## config.mk

```make
export PLATFORM = sky130hd
export DESIGN_NAME = lms_weight_update
export DESIGN_NICKNAME = d
export VERILOG_FILES = /design/src/rtl/beamform_pkg.sv /design/src/rtl/cplx_mul_conj.sv /design/src/rtl/lms_weight_update.sv
export SDC_FILE = /design/constraint.sdc
export NUM_CORES = 2
export LEC_CHECK = 0
export ABC_AREA = 1
export BUFFER_PORTS_ARGS = -buffer_cell sky130_fd_sc_hd__buf_2
export CAP_MARGIN = 30
export CORE_AREA = 4 4 507 509
export CTS_CLUSTER_DIAMETER = 150
export DETAILED_ROUTE_END_ITERATION = 10
export DIE_AREA = 0 0 511 513
export GPL_ROUTABILITY_DRIVEN = 0
export GPL_TIMING_DRIVEN = 1
export SLEW_MARGIN = 15
export SYNTH_ARGS = -nofsm -noshare
export SYNTH_HDL_FRONTEND = slang
export SYNTH_SLANG_ARGS = --single-unit
```

## constraint.sdc

```tcl
create_clock -name clk -period 2.2 [get_ports clk]
set_clock_uncertainty 0.2 [all_clocks]
set_input_delay 0.11 -clock clk [delete_from_list [all_inputs] [get_ports clk]]
set_output_delay 0.11 -clock clk [all_outputs]
set_load 0.05 [all_outputs]
```

## src/rtl/beamform_pkg.sv

```systemverilog
// rtl/beamform_pkg.sv - shared widths, complex type and saturation helpers for the beamformer datapath
package beamform_pkg;

  localparam int DATA_W = 18;
  localparam int FRAC_W = 17;
  localparam int W_MAX  = 131071;
  localparam int W_MIN  = -131072;
  localparam int PROD_W = 2*DATA_W + 1;
  localparam int SUM_W  = PROD_W + 1;

  typedef struct packed {
    logic signed [DATA_W-1:0] i;
    logic signed [DATA_W-1:0] q;
  } cplx_t;

  localparam logic signed [SUM_W-1:0] SUM_MAX = SUM_W'(W_MAX);
  localparam logic signed [SUM_W-1:0] SUM_MIN = SUM_W'(W_MIN);

  function automatic logic is_sat(input logic signed [SUM_W-1:0] x);
    return (x > SUM_MAX) || (x < SUM_MIN);
  endfunction

  function automatic logic signed [DATA_W-1:0] saturate(input logic signed [SUM_W-1:0] x);
    logic signed [SUM_W-1:0] c;
    c = x;
    if (x > SUM_MAX) c = SUM_MAX;
    else if (x < SUM_MIN) c = SUM_MIN;
    return c[DATA_W-1:0];
  endfunction

endpackage

```

## src/rtl/cplx_mul_conj.sv

```systemverilog
// rtl/cplx_mul_conj.sv - registered full-width u * conj(e) product
module cplx_mul_conj
  import beamform_pkg::*;
(
  input  logic                     clk,
  input  logic                     rst_n,
  input  logic                     in_valid,
  input  logic                     flush,
  input  logic signed [DATA_W-1:0] u_i,
  input  logic signed [DATA_W-1:0] u_q,
  input  logic signed [DATA_W-1:0] e_i,
  input  logic signed [DATA_W-1:0] e_q,
  output logic signed [PROD_W-1:0] p_i,
  output logic signed [PROD_W-1:0] p_q,
  output logic                     p_valid
);

  logic signed [PROD_W-1:0] ux_i, ux_q, ex_i, ex_q;

  assign ux_i = PROD_W'(u_i);
  assign ux_q = PROD_W'(u_q);
  assign ex_i = PROD_W'(e_i);
  assign ex_q = PROD_W'(e_q);

  // Operands are widened first so -1 * -1 sums stay exact in PROD_W bits.
  always_ff @(posedge clk or negedge rst_n) begin
    if (!rst_n) begin
      p_valid <= 1'b0;
      p_i     <= '0;
      p_q     <= '0;
    end else begin
      p_valid <= in_valid & ~flush;
      if (in_valid && !flush) begin
        p_i <= ux_i * ex_i + ux_q * ex_q;
        p_q <= ux_q * ex_i - ux_i * ex_q;
      end
    end
  end

endmodule

```

## src/rtl/lms_weight_update.sv

```systemverilog
// rtl/lms_weight_update.sv - complex LMS weight adaptation, optional leaky form via LMS_LEAKAGE_EN
module lms_weight_update
  import beamform_pkg::*;
#(
  parameter int MU_SHIFT   = 4,
  parameter int CNT_W      = 16,
  parameter int LEAK_SHIFT = 12
) (
  input  logic                     clk,
  input  logic                     rst_n,
  input  logic                     load_w,
  input  logic signed [DATA_W-1:0] w_initI,
  input  logic signed [DATA_W-1:0] w_initQ,
  input  logic                     freeze,
  input  logic                     in_valid,
  input  logic signed [DATA_W-1:0] uinI,
  input  logic signed [DATA_W-1:0] uinQ,
  input  logic signed [DATA_W-1:0] eI,
  input  logic signed [DATA_W-1:0] eQ,
  output logic signed [DATA_W-1:0] wI,
  output logic signed [DATA_W-1:0] wQ,
  output logic                     w_valid,
  output logic                     sat_flag,
  output logic [CNT_W-1:0]         upd_count
);

  typedef enum logic [1:0] {INIT, ADAPT, HOLD} state_t;

  localparam int SH = FRAC_W + MU_SHIFT;
  localparam logic signed [PROD_W-1:0] RND = PROD_W'(1) <<< (SH - 1);

  state_t state_q, state_d;
  logic signed [PROD_W-1:0] p_i, p_q, d_i, d_q;
  logic signed [SUM_W-1:0]  sum_i, sum_q;
  logic p_valid, v2, commit;

  cplx_mul_conj u_mul (
    .clk     (clk),
    .rst_n   (rst_n),
    .in_valid(in_valid),
    .flush   (load_w),
    .u_i     (uinI),
    .u_q     (uinQ),
    .e_i     (eI),
    .e_q     (eQ),
    .p_i     (p_i),
    .p_q     (p_q),
    .p_valid (p_valid)
  );

  // S2: round half up, then scale by mu and drop the Q1.17 fraction in one shift.
  always_ff @(posedge clk or negedge rst_n) begin
    if (!rst_n) begin
      v2  <= 1'b0;
      d_i <= '0;
      d_q <= '0;
    end else begin
      v2 <= p_valid & ~load_w;
      if (p_valid) begin
        d_i <= (p_i + RND) >>> SH;
        d_q <= (p_q + RND) >>> SH;
      end
    end
  end

`ifdef LMS_LEAKAGE_EN
  assign sum_i = SUM_W'(wI) - SUM_W'(wI >>> LEAK_SHIFT) + d_i;
  assign sum_q = SUM_W'(wQ) - SUM_W'(wQ >>> LEAK_SHIFT) + d_q;
`else
  assign sum_i = SUM_W'(wI) + SUM_W'(d_i);
  assign sum_q = SUM_W'(wQ) + SUM_W'(d_q);
`endif

  always_comb begin
    state_d = state_q;
    commit  = v2 && (state_q == ADAPT) && !freeze && !load_w;
    if (load_w) state_d = ADAPT;
    else begin
      case (state_q)
        INIT:    if (in_valid) state_d = ADAPT;
        ADAPT:   if (freeze)   state_d = HOLD;
        HOLD:    if (!freeze)  state_d = ADAPT;
        default: state_d = INIT;
      endcase
    end
  end

  always_ff @(posedge clk or negedge rst_n) begin
    if (!rst_n) state_q <= INIT;
    else        state_q <= state_d;
  end

  // S3: load wins over a commit landing on the same edge.
  always_ff @(posedge clk or negedge rst_n) begin
    if (!rst_n) begin
      wI        <= '0;
      wQ        <= '0;
      w_valid   <= 1'b0;
      sat_flag  <= 1'b0;
      upd_count <= '0;
    end else begin
      w_valid <= load_w | commit;
      if (load_w) begin
        wI <= w_initI;
        wQ <= w_initQ;
      end else if (commit) begin
        wI <= saturate(sum_i);
        wQ <= saturate(sum_q);
        if (is_sat(sum_i) || is_sat(sum_q)) sat_flag <= 1'b1;
        if (upd_count != {CNT_W{1'b1}}) upd_count <= upd_count + 1'b1;
      end
    end
  end

endmodule
```

* Yosys cells after proc, flatten, opt, wreduce, memory -nomap -nowiden
Cells that the tools add are included.
Operators by class: add/subtract/negate cells 7, multiply operators 4, divide/modulo/power cells 0, magnitude comparators 4, equal/unequal tests 6, shift-type cells 0, muxes and demuxes 13, bitwise operators 4, reduce and logical (&&, ||, !) cells 14
Operators by type and width (number):
- 18-bit by 18-bit multiplier with 36-bit output | 4
- 18-bit two-way mux | 8
- 37-bit by 22-bit adder with 37-bit output, second input constant | 2
- 18-bit by 16-bit adder with 19-bit output | 2
- 19-bit by 18-bit greater-than comparator with 1-bit output, second input constant | 2
- 19-bit by 18-bit < comparator with 1-bit output, second input constant | 2
- 37-bit adder | 1
- 37-bit subtractor | 1
- 16-bit by 1-bit adder with 16-bit output, second input constant | 1
- 16-bit != test, second input constant | 1
- 3-bit != test, second input constant | 3
- 3-bit AND reduction | 3
- 2-bit two-way mux | 4
- 2-bit one-hot mux with 3 select lines | 1
- 1-bit logical AND | 4
- 1-bit logical OR | 3
- 1-bit bitwise AND | 2
- 2-bit by 1-bit == test with 1-bit output, second input constant | 1
- 2-bit == test, second input constant | 1
- 1-bit zero test | 2
- 2-bit zero test | 1
- 2-bit nonzero test | 1
- 1-bit NOT | 1
- 1-bit OR | 1
Storage, ports and cells: flip-flop bits (word level) 164, latch bits 0, memory bits (writable) 0, ROM bits 0, output and inout port bits 54, memories kept 0

* Logic depth before layout (Yosys ltp)
depth in word-level cells 6, depth in mapped cells 41

* Modules after synthesis
A second synthesis with hierarchy kept.
Second synthesis, totals: cells, all modules 7678, area total of the unflattened synthesis 61193.7 µm²
Modules (own cells, without submodules):
- cplx_mul_conj | times used 1, cells an instance 6664, area an instance 54335.9 µm², sequential area each 1876.8 µm²
- lms_weight_update | times used 1, cells an instance 1014, area an instance 6857.8 µm², sequential area each 2227.1 µm²

* Least setup slack after synthesis
No wires, ideal clock.
path kind input port to flip-flop, start input uinI[17], end register u_mul.p_q[34], arrival time 6687 ps, slack -4805 ps, stages 34, buffers on the path 2, cells stage by stage clkbuf_1 clkbuf_1 nand2_1 fa_1 inv_1 fa_1 ha_1 inv_1 fa_1 inv_1 fa_1 inv_1 fa_1 inv_1 ha_1 nand2_1 nor3_1 nand4_1 nand3_1 nand2_1 nand2_1 nand2_1 nand3b_1 nand2_1 ha_1 nand2_1 nor2_1 nand2_1 nor4_1 nand3_1 nand3_1 nand2_1 nand3_1 nand2_1
On the way: longest elaborated chain between the ends 2
Ends and longest elaborated chain:
- start: declaration | line lms_weight_update.sv:16 | input logic signed [DATA_W-1:0] uinI,
- 18-bit by 18-bit multiplier with 36-bit output | line cplx_mul_conj.sv:35 | p_q <= ux_q * ex_i - ux_i * ex_q;
- 37-bit subtractor | line cplx_mul_conj.sv:35
- end signal: assignment | line cplx_mul_conj.sv:35
- end: declaration | line cplx_mul_conj.sv:14 | output logic signed [PROD_W-1:0] p_q,
No other way between the ends. A chain may end at the register's enable or synchronous reset.

* Final worst setup path
start input uinQ[17], end register u_mul.p_i[30]
On the way: longest elaborated chain between the ends 2
Ends and longest elaborated chain:
- start: declaration | line lms_weight_update.sv:17 | input logic signed [DATA_W-1:0] uinQ,
- 18-bit by 18-bit multiplier with 36-bit output | line cplx_mul_conj.sv:34 | p_i <= ux_i * ex_i + ux_q * ex_q;
- 37-bit adder | line cplx_mul_conj.sv:34
- end signal: assignment | line cplx_mul_conj.sv:34
- end: declaration | line cplx_mul_conj.sv:13 | output logic signed [PROD_W-1:0] p_i,
No other way between the ends.

==> flow_summary.json <==
{
  "clock_latency_ps": 450,
  "mostFrequentLayoutCells": "inv_1 (2271), nand2_1 (2096), fa_1 (1247)",
  "drt_first_iter_violations": 3733,
  "grt_first_pass_wirelength_mm": 343,
  "synth-edff-count": 0,
  "grt_max_degree": 40,
  "via_count": 57000,
  "violations": "negative setup slack",
  "cp-end-kind": "flip-flop",
  "hp-class": "input pin to asynchronous set/reset pin",
  "holdWs_ps": 51.2,
  "hold_viol_final": 0,
  "ioPinCount": 167,
  "layout.cells.most_common": "inv_1",
  "avgSynthCellArea_um2": 7.44,
  "finalCritPeriodShare_pct": 299,
  "cts_max_level": 4,
  "wl_mm": 218,
  "critPathKind": "input pin to flip-flop",
  "dieArea_um2": 262000,
  "async_flop_share_pct": 100,
  "drc": 0,
  "synthDistinctLibCells": 54,
  "clk_pin_slew_worst_paths_ps": 70,
  "post_route_cells_drive_above_1_share_pct": 28.2,
  "worst_pin_slew_ps": 551,
  "utilization_pct": 34.5,
  "synth_ff_type": "dfrtp_1",
  "die_width_um": 511,
  "ys_ff_latch": 124,
  "synth_area_um2": 62800,
  "antenna_found_initial": 21,
  "cts_tree": "done",
  "post-route-min-period_ps": 6570,
  "drv_slew": 0,
  "run_status": "finished, violations left",
  "first_pass_iters": 6,
  "maxCapViolCount": 0,
  "worst-path-max-fanout": 7,
  "finish.instance_area_um2": 87400,
  "viasPerCell": 4.32,
  "synth-seq-area-share_pct": 4.94,
  "timing.final.ws_setup_ps": -4370,
  "fin_nets": 11700,
  "gr-usage-all-layers_pct": 16.5,
  "synthCells": 8449,
  "cts_root_buffer": "clkbuf_16",
  "dieHeight_um": 513,
  "cp-start-kind": "input pin",
  "ant_nets": 0,
  "cts_buffer_depth": 2,
  "dp_hpwl_mm": 182,
  "place_area_um2": 79900,
  "yosys_warnings": 0,
  "fmax_mhz": 152,
  "arrival_ps": 6700,
  "area_growth_pct": 39.0,
  "setup_viol": 69,
  "cts_buffers": 17,
  "slew_headroom_pct": 63.0,
  "nFillCells": 26000,
  "cp_slowest_stage_delay_ps": 650,
  "cpMaxStageDelayCell": "fa_2",
  "num_rows": 185,
  "synth_fp_nets": 10400,
  "io_buffers": 166,
  "core_um2": 253000,
  "worstRegToRegCells": 13,
  "rsz0062_at_grt": "true",
  "tns_ps": -148900,
  "grt_pass1_vias": 60500,
  "grt.overflow.total": 0,
  "clock_sinks": 124,
  "wl_per_cell_um": 16.5,
  "start_util_pct": 24.8,
  "crit_path_frequent_cell": "fa_1",
  "required_ps": 2330
}
[critical path, delay by kind of cell]
kind,cells,cell delay (ps)
compound gates,5,840
fa+ha+maj,8,3730
buf+inv,9,950
xor+xnor,1,150
simple gates,10,890
[worst paths after layout]
check	startpoint	endpoint	slack [ps]
max in group asynchronous	rst_n	wQ[13]	1480
hold reg to reg	sat_flag	sat_flag	270
setup / recovery	uinQ[17]	u_mul.p_i[30]	-4370
min in group clk	w_initI[17]	wI[17]	260
hold / removal	rst_n	upd_count[11]	50
setup reg to reg	d_q[15]	wQ[10]	-190
[cell usage after synthesis (4+ instances only)]
| cell | instances | area, um^2 |
|---|---|---|
| a21boi_0 | 10 | 75.1 |
| nor4_1 | 17 | 106 |
| o21a_1 | 16 | 120 |
| dfrtp_1 | 124 | 3100 |
| inv_1 | 2407 | 9030 |
| nand3_1 | 189 | 946 |
| o21ai_1 | 4 | 20.0 |
| nor3_1 | 47 | 235 |
| nand4_1 | 57 | 357 |
| or2_2 | 9 | 56.3 |
| nand2_2 | 12 | 75.1 |
| xnor2_1 | 88 | 771 |
| buf_1 | 4 | 15.0 |
| and2_1 | 4 | 25.0 |
| clkinv_1 | 5 | 18.8 |
| ha_1 | 481 | 6020 |
| nor2_1 | 343 | 1290 |
| o211ai_1 | 12 | 90.1 |
| clkbuf_1 | 304 | 1140 |
| o21ai_0 | 183 | 916 |
| a21oi_1 | 255 | 1280 |
| xor2_1 | 110 | 963 |
| fa_1 | 1318 | 26400 |
| a31oi_1 | 15 | 93.8 |
| nand3b_1 | 24 | 180 |
| nand2_1 | 2302 | 8640 |
| a21o_1 | 27 | 203 |
| o21bai_1 | 34 | 255 |
[sequential cells by signal, indices dropped and copies added (netlist names), 2 cells and up]
signal     count
d_i           16
d_q           16
state_q        2
u_mul.p_i     17
u_mul.p_q     17
upd_count     16
wI            18
wQ            18
[stage by stage]
step           instances  worst slack (ps)
2_1_floorplan       8449             -4110
3_3_place_gp       12900             -5370
3_5_place_dp       12900             -5280
4_1_cts            13100             -4280
5_1_grt            13200             -4570
6_report           13200             -4370
[layer usage]
layer	wire [um]	GRT usage [%]	up-vias
met5	41	0	-
met4	13700	8.53	6
met3	9840	1.38	332
met2	103000	28.0	1443
met1	91100	21.1	28200
li1	-	-	27000
[area by class of cell]
class | count | area [um^2] | share of cell area, %
Multi-Input combinational cell | 5595 | 55400 | 63.3
Timing Repair Buffer | 1646 | 14900 | 17.1
Inverter | 2413 | 9090 | 10.4
Tap cell | 3366 | 4210 | 4.82
Sequential cell | 124 | 3160 | 3.62
Clock buffer | 18 | 439 | 0.503
Clock inverter | 14 | 156 | 0.179
Antenna cell | 12 | 30.0 | 0.0344
[cell families after synthesis]
logic type / count (synthesis) / share of synthesized area [%]
AND/OR/NAND/NOR: 3021 / 19.2
buffers and inverters: 2730 / 16.4
adder cells (fa/ha/maj): 1799 / 51.6
AO/OA/AOI/OAI: 575 / 5.14
XOR/XNOR: 198 / 2.76
flip-flops: 124 / 4.94
multiplexers: 2 / 0.0358
[what timing repair did]
action                     4_1_cts  5_1_grt
gates resized for setup        697      463
buffers inserted                91       61
pin swaps                      278      251
hold endpoints to repair       163        0
cloned                          11       12
hold buffers                    45        0
setup endpoints to repair       69       80
Power is not shown: default switching activity piles up to over one toggle a cycle in this logic, so the estimate is an artifact.
